--- src/rtl/stage_sequencer.sv ---
// rtl/stage_sequencer.sv - per-instruction fetch/decode/execute/memwb control FSM
// Issues one start pulse per stage, waits for its done, counts retirements and traps on illegal or timeout.
module stage_sequencer #(
  parameter int unsigned TIMEOUT = 255,
  parameter int unsigned CNT_W   = 32
) (
  input  logic             clk,
  input  logic             rst,
  input  logic             run,
  output logic             fetch_start,
  input  logic             fetch_done,
  output logic             decode_start,
  input  logic             decode_done,
  input  logic             illegal,
  output logic             execute_start,
  input  logic             execute_done,
  output logic             memwb_start,
  input  logic             memwb_done,
  output logic             retire,
  output logic [CNT_W-1:0] retired,
  output logic             busy,
  output logic             halted,
  output logic             trap,
  output logic [1:0]       trap_cause,
  output logic [2:0]       stage
);

  typedef enum logic [2:0] {
    S_IDLE    = 3'd0,
    S_FETCH   = 3'd1,
    S_DECODE  = 3'd2,
    S_EXECUTE = 3'd3,
    S_MEMWB   = 3'd4,
    S_TRAP    = 3'd7
  } state_e;

  localparam logic [15:0] TIMEOUT_C = 16'(TIMEOUT);

  state_e           state_q, state_d;
  logic [15:0]      wait_q, wait_d;
  logic [1:0]       cause_q, cause_d;
  logic [CNT_W-1:0] retired_q, retired_d;
  logic             retire_q, retire_d;
  logic             in_start, done_sel, done_ok, timed_out;

  // The wait counter is zero only in a stage's start cycle, so it doubles as the start flag.
  assign in_start  = (wait_q == 16'd0);
  assign done_ok   = done_sel && !in_start;
  assign timed_out = !done_ok && (wait_q == TIMEOUT_C);

  always_comb begin
    done_sel = 1'b0;
    case (state_q)
      S_FETCH:   done_sel = fetch_done;
      S_DECODE:  done_sel = decode_done;
      S_EXECUTE: done_sel = execute_done;
      S_MEMWB:   done_sel = memwb_done;
      default:   done_sel = 1'b0;
    endcase
  end

  always_comb begin
    state_d   = state_q;
    wait_d    = wait_q;
    cause_d   = cause_q;
    retired_d = retired_q;
    retire_d  = 1'b0;
    case (state_q)
      S_IDLE: begin
        wait_d = 16'd0;
        if (run) state_d = S_FETCH;
      end
      S_FETCH, S_DECODE, S_EXECUTE, S_MEMWB: begin
        wait_d = wait_q + 16'd1;
        if (done_ok) begin
          wait_d = 16'd0;
          case (state_q)
            S_FETCH: state_d = S_DECODE;
            S_DECODE: begin
              if (illegal) begin
                state_d = S_TRAP;
                cause_d = 2'b01;
              end else begin
                state_d = S_EXECUTE;
              end
            end
            S_EXECUTE: state_d = S_MEMWB;
            default: begin
              retire_d  = 1'b1;
              retired_d = retired_q + CNT_W'(1);
              state_d   = run ? S_FETCH : S_IDLE;
            end
          endcase
        end else if (timed_out) begin
          wait_d  = 16'd0;
          state_d = S_TRAP;
          cause_d = 2'b10;
        end
      end
      default: begin
        // Only reset leaves TRAP; unused encodings fall in here as well.
        state_d = S_TRAP;
        wait_d  = 16'd0;
      end
    endcase
  end

  always_ff @(posedge clk or posedge rst) begin
    if (rst) begin
      state_q   <= S_IDLE;
      wait_q    <= 16'd0;
      cause_q   <= 2'b00;
      retired_q <= '0;
      retire_q  <= 1'b0;
    end else begin
      state_q   <= state_d;
      wait_q    <= wait_d;
      cause_q   <= cause_d;
      retired_q <= retired_d;
      retire_q  <= retire_d;
    end
  end

  assign fetch_start   = (state_q == S_FETCH)   && in_start;
  assign decode_start  = (state_q == S_DECODE)  && in_start;
  assign execute_start = (state_q == S_EXECUTE) && in_start;
  assign memwb_start   = (state_q == S_MEMWB)   && in_start;
  assign retire        = retire_q;
  assign retired       = retired_q;
  assign busy          = (state_q == S_FETCH) || (state_q == S_DECODE) ||
                         (state_q == S_EXECUTE) || (state_q == S_MEMWB);
  assign halted        = (state_q == S_IDLE);
  assign trap          = (state_q == S_TRAP);
  assign trap_cause    = cause_q;
  assign stage         = state_q;

endmodule
--- config.mk ---
export PLATFORM = sky130hd
export DESIGN_NAME = stage_sequencer
export DESIGN_NICKNAME = d
export VERILOG_FILES = /design/src/rtl/stage_sequencer.sv
export SDC_FILE = /design/constraint.sdc
export NUM_CORES = 1
export LEC_CHECK = 0
export CAP_MARGIN = 20
export CORE_ASPECT_RATIO = 1.1
export CORE_MARGIN = 2
export CORE_UTILIZATION = 56
export DETAILED_ROUTE_END_ITERATION = 10
export GPL_ROUTABILITY_DRIVEN = 1
export HOLD_SLACK_MARGIN = 0.08
export PLACE_DENSITY = 0.95
export SYNTH_ARGS = -nofsm -noshare
export SYNTH_HDL_FRONTEND = slang
export SYNTH_SLANG_ARGS = --single-unit
export TNS_END_PERCENT = 50
--- constraint.sdc ---
create_clock -name clk -period 2.8 [get_ports clk]
set_clock_uncertainty 0.1 [all_clocks]
set_input_delay 0.42 -clock clk [delete_from_list [all_inputs] [get_ports clk]]
set_output_delay 0.42 -clock clk [all_outputs]
set_load 0.02 [all_outputs]
Yosys cells after proc, flatten, opt, wreduce, memory -nomap -nowiden

Index checks and enable logic that the tools add are counted.

Output and inout bits: 45
Bits in registers: 54
Word-level logic and storage cells: 55
Input port bits: 8

Eq/ne operators: 10
Add/subtract/negate cells: 2
Bitwise operators: 1
Mux-type cells: 18
Reductions and logical operators: 19

Operator list:

| kind                  | number |
|---|---|
| $mux 16               | 3 |
| $add 32x1->32 const B | 1 |
| $add 16x1->16 const B | 1 |
| $eq 16x8->1 const B   | 1 |
| $logic_not 16->1      | 1 |
| $mux 3                | 4 |
| $pmux 3 s3            | 1 |
| $mux 2                | 4 |
| $eq 3x2->1 const B    | 2 |
| $eq 3x3->1 const B    | 2 |
| $logic_and 1x1->1     | 6 |
| $pmux 3 s2            | 1 |
| $mux 1                | 4 |
| $ne 2x2->1 const B    | 2 |
| $pmux 1 s4            | 1 |
| $reduce_and 4->1      | 1 |
| $reduce_or 4->1       | 1 |
| $eq 3x1->1 const B    | 1 |
| $logic_not 3->1       | 1 |
| $logic_or 1x1->1      | 3 |
| $ne 3x3->1 const B    | 1 |
| $reduce_and 3->1      | 1 |
| $reduce_or 3->1       | 1 |
| $logic_not 1->1       | 2 |
| 4 further kinds       | 4 |

Logic depth before layout (Yosys ltp)

Depth in word-level cells: 8
Gate-level depth with buffers: 8

Worst setup path before layout

Ideal clock, no wire load.

Path type: register to output
Start: register wait_q[0]
End: output execute_start
Path slack: 0.698 ns
Cell stages (with the launch flop): 6
Arrival time: 1.582 ns
Cell sequence: dfrtp_1 inv_1 ha_1 nor4b_4 nand4_4 nor3_1

Cells in the longest elaborated chain, start to end: 2

Ends and longest elaborated chain:

| element                | RTL line | source |
|---|---|---|
| start, declared        | 40       | `logic [15:0] wait_q, wait_d;` |
| start signal, assigned | 117      | `wait_q <= wait_d;` |
| $logic_not 16->1       | 47       | `assign in_start = (wait_q == 16'd0);` |
| $logic_and 1x1->1      | 126      | `assign execute_start = (state_q == S_EXECUTE) && in_start;` |
| end, declared          | 15       | `output logic execute_start,` |

Every way passes these cells.

Final worst setup path

Start: register wait_q[12]
End: output memwb_start

Cells in the longest elaborated chain, start to end: 2

Ends and longest elaborated chain:

| element           | RTL line | source |
|---|---|---|
| $logic_not 16->1  | 47       |  |
| $logic_and 1x1->1 | 127      | `assign memwb_start = (state_q == S_MEMWB) && in_start;` |
| end, declared     | 17       | `output logic memwb_start,` |

Every way passes these cells.

==> results.md <==
- Critical path origin: wait_q[12]
- Finished Layout Cells: approximately 390
- Worst-path fanout max: 7
- Router iterations before antenna repair: 6
- Core area: 0.00497 mm2
- Cell count after placement: 377
- Gr ovfl total: 0
- Avg Cell Area, Syn: roughly 10 um2
- H-tree Lvls: 2
- Total number of vias: 2350
- Leak Pwr: 1.55 nW
- Net Switching: 0.000517 W
- F_max: ~380 MHz
- TNS Setup: 0 ns
- Row cnt: 27
- Combinational share of power: 22.4%
- Seq cells post-synth: 54
- DR vias/cell: 6.07
- WL/cell: about 17 um
- Antenna viol nets, final: 0
- Ant diodes: 0
- Fin util: 71.4%
- Seq/Total Area, Yosys: 47.5%
- Unrepaired setup endpoints after global routing: false
- Share of layout cells above drive strength 1: 10.0%
- First DRT Iteration DRCs: around 230
- Worst r2r src: stage[1]
- Area Growth Syn to Fin: 24.6%
- Max clock buf depth: 2
- Power per cell area: ~500 mW/mm2
- Most frequent cell after synthesis: dfrtp_1
- Worst hold path class: reg2reg
- Cell taking the most area after synthesis: dfrtp_1
- R2R setup slack: 0.52 ns
- Critical path startpoint category: register
- Vias in the first global route: 2215
- Yosys Warn Count: 0
- Worst-path clk slew: 0.10 ns
- WP data arrival: 2.13 ns
- Seq pwr share: 48.2%
- CTS Root Buffer Type: clkbuf_8
- Reg2Reg Depth: 6
- I/O pins: between 50 and 60
- Fin crit share: 94.6%
- Clock buffer count from CTS: 5
- Number of synthesized flops with an enable pin: 0
- Synth top area share: 47.5%
- Worst EP required: 2.28 ns
- CTS tree: built
- VDD IR max: 0.000338 V
- Residual DRC: 0
- Async S/R FF share, synth: 100%
- Switching Share: roughly 29%
- Worst setup path class: reg2out
- Hold Vio Cnt, Final: 0
- Worst path max stage delay: around 0.6 ns
- Slew Limit Fails: 0
- Clk sink count: 54
- Synth Flop Type: dfrtp_1
- Min Clock Period, post-route: 2.65 ns
- Final GP Congestion: 0.872
- CP cell instances: nor4_4, nand4_4, nor2_1, clkdlybuf4s50_1
- Cell at the slowest stage of the critical path: clkdlybuf4s50_1
- Die Ht: between 70 and 80 um
- Slew headroom: between 50 and 60%
- Synth Instances: 273
- Max-Cap Viols: 0
- Slew of the pin with the lowest slew margin: just under 0.7 ns
- Hold buffer count at cts: 0
- Syn Nets: 284
- Die Area: 0.00567 mm2
- Unique masters post-synth: 44
- Pin count of the biggest net entering global routing: 34
- Port buffer count: 52
- Register area: about 0.0014 mm2
- Worst Setup EP: memwb_start
- Initial antenna violation count: 0
- Worst Setup End Kind: primary output
- FILL cells: 348
- Clk Latency, worst-skew pair: 0.32 ns
- Multi-input gate area: 0.00141 mm2
- Top cells by count, synth: dfrtp_1, nor2_1, nand3_1, xnor2_1, xor2_1
- Drt total wl: 6760 um
- Pwr Total: 0.00177 W
- Global-route usage over all layers: 24.6%
- Clock share of power: a little under 30%
- Fin nets: 340
- Int Power: between 0.001 and 0.0015 W
- Initial Utilization: 57.3%
- Outcome: complete, no violations
- Minimum hold slack: 0.383 ns
- Mapped Area: roughly 0.0028 mm2
- Post-detail-place hpwl: around 4500 um
- Top post-synthesis cells by area: dfrtp_1, xnor2_1, xor2_1
- Worst R2R End: retired[28]
- Final setup viols: 0
- Chip Width: 72.0 um
- First-pass GRT wire length: 10800 um
-- cell usage in the layout, fill, tap and decap left out, drive strengths merged, types with 2 or more instances in the layout --
| master | Yosys | routed |
|---|---|---|
| o2111ai | 2 | 2 |
| nor4 | 7 | 7 |
| nand2b | 2 | 2 |
| buf | 7 | 7 |
| a21oi | 2 | 2 |
| and3 | 10 | 10 |
| o21ai | 4 | 4 |
| nand4 | 18 | 18 |
| a211oi | 2 | 2 |
| nor3 | 8 | 8 |
| xnor2 | 23 | 23 |
| xor2 | 23 | 23 |
| nor2 | 37 | 37 |
| clkdlybuf4s50 | 0 | 49 |
| or3 | 2 | 2 |
| dlygate4sd2 | 0 | 3 |
| ha | 3 | 3 |
| nand2 | 15 | 15 |
| o211ai | 2 | 2 |
| and4 | 3 | 3 |
| clkbuf | 3 | 5 |
| o21a | 2 | 2 |
| nand3 | 23 | 23 |
| inv | 11 | 11 |
| dfrtp | 54 | 54 |
-- cell type report --
type                            instances  area share (%)
Multi-Input combinational cell        198            39.6
Sequential cell                        54            38.1
Timing Repair Buffer                   59            16.0
Tap cell                               58            2.05
Clock buffer                            5            1.94
Inverter                               11            1.16
Clock inverter                          2            1.09
-- metal layers --
metal | up-vias | part of all wire, % | GRT usage (%) | wire (um)
li1 | 1054 | - | - | -
met1 | 1159 | 40 | 31.1 | 2680
met2 | 117 | 52 | 41.8 | 3550
met3 | 20 | 5.3 | 3.81 | 356
met4 | 0 | 2.7 | 10.9 | 180
met5 | - | 0 | 0 | 0
-- kinds of logic after synthesis --
group / synth area share, %
flip-flops: 47.5
multiplexers: 0.747
AND/OR/NAND/NOR: 26.3
AO/OA/AOI/OAI: 6.51
XOR/XNOR: 14.2
adder cells (fa/ha/maj): 1.32
buffers and inverters: 3.47
-- critical path, delay by kind of cell, from the launching register on --
family	cells	cell delay, ns
flops	1	0.46
buf+inv	1	0.60
simple gates	3	0.76
-- flip-flops by register name, indices dropped and copies added, names as in the netlist --
register and flops:
retire 1, stage 3, retired 32, trap_cause 2, wait_q 16
-- repair_timing --
action / in CTS / in global routing
setup buffers: 0 / 3
resized for setup: 4 / 0
setup endpoints to repair: 4 / 1
-- metrics by stage --
step / instance area [um2] / setup WS [ns]
6_report: 3550 / 0.150
5_1_grt: 3550 / 0.0389
4_1_cts: 3520 / 0.0566
3_5_place_dp: 3410 / 0.272
2_1_floorplan: 2850 / 0.698
3_3_place_gp: 3410 / 0.353
-- power groups by stage --
stage          logic, W  clock network (W)  registers [W]
2_1_floorplan  0.000235                  0       0.000881
3_3_place_gp   0.000363                  0       0.000868
3_5_place_dp   0.000369                  0       0.000869
4_1_cts        0.000366           0.000523       0.000855
5_1_grt        0.000425           0.000550       0.000863
6_report       0.000398           0.000520       0.000856
-- how the worst min path moves through the flow --
stage	start	depth (start not counted)	endpoint
final	retired[31]	1	retired[31]
after global routing	retired[31]	1	retired[31]
after CTS	retired[31]	1	retired[31]
after detailed placement	retired[31]	1	retired[31]
after global placement	retired[31]	1	retired[31]
after floorplan	wait_q[0]	1	wait_q[0]
Note: power is estimated with default switching activity, not from simulation.
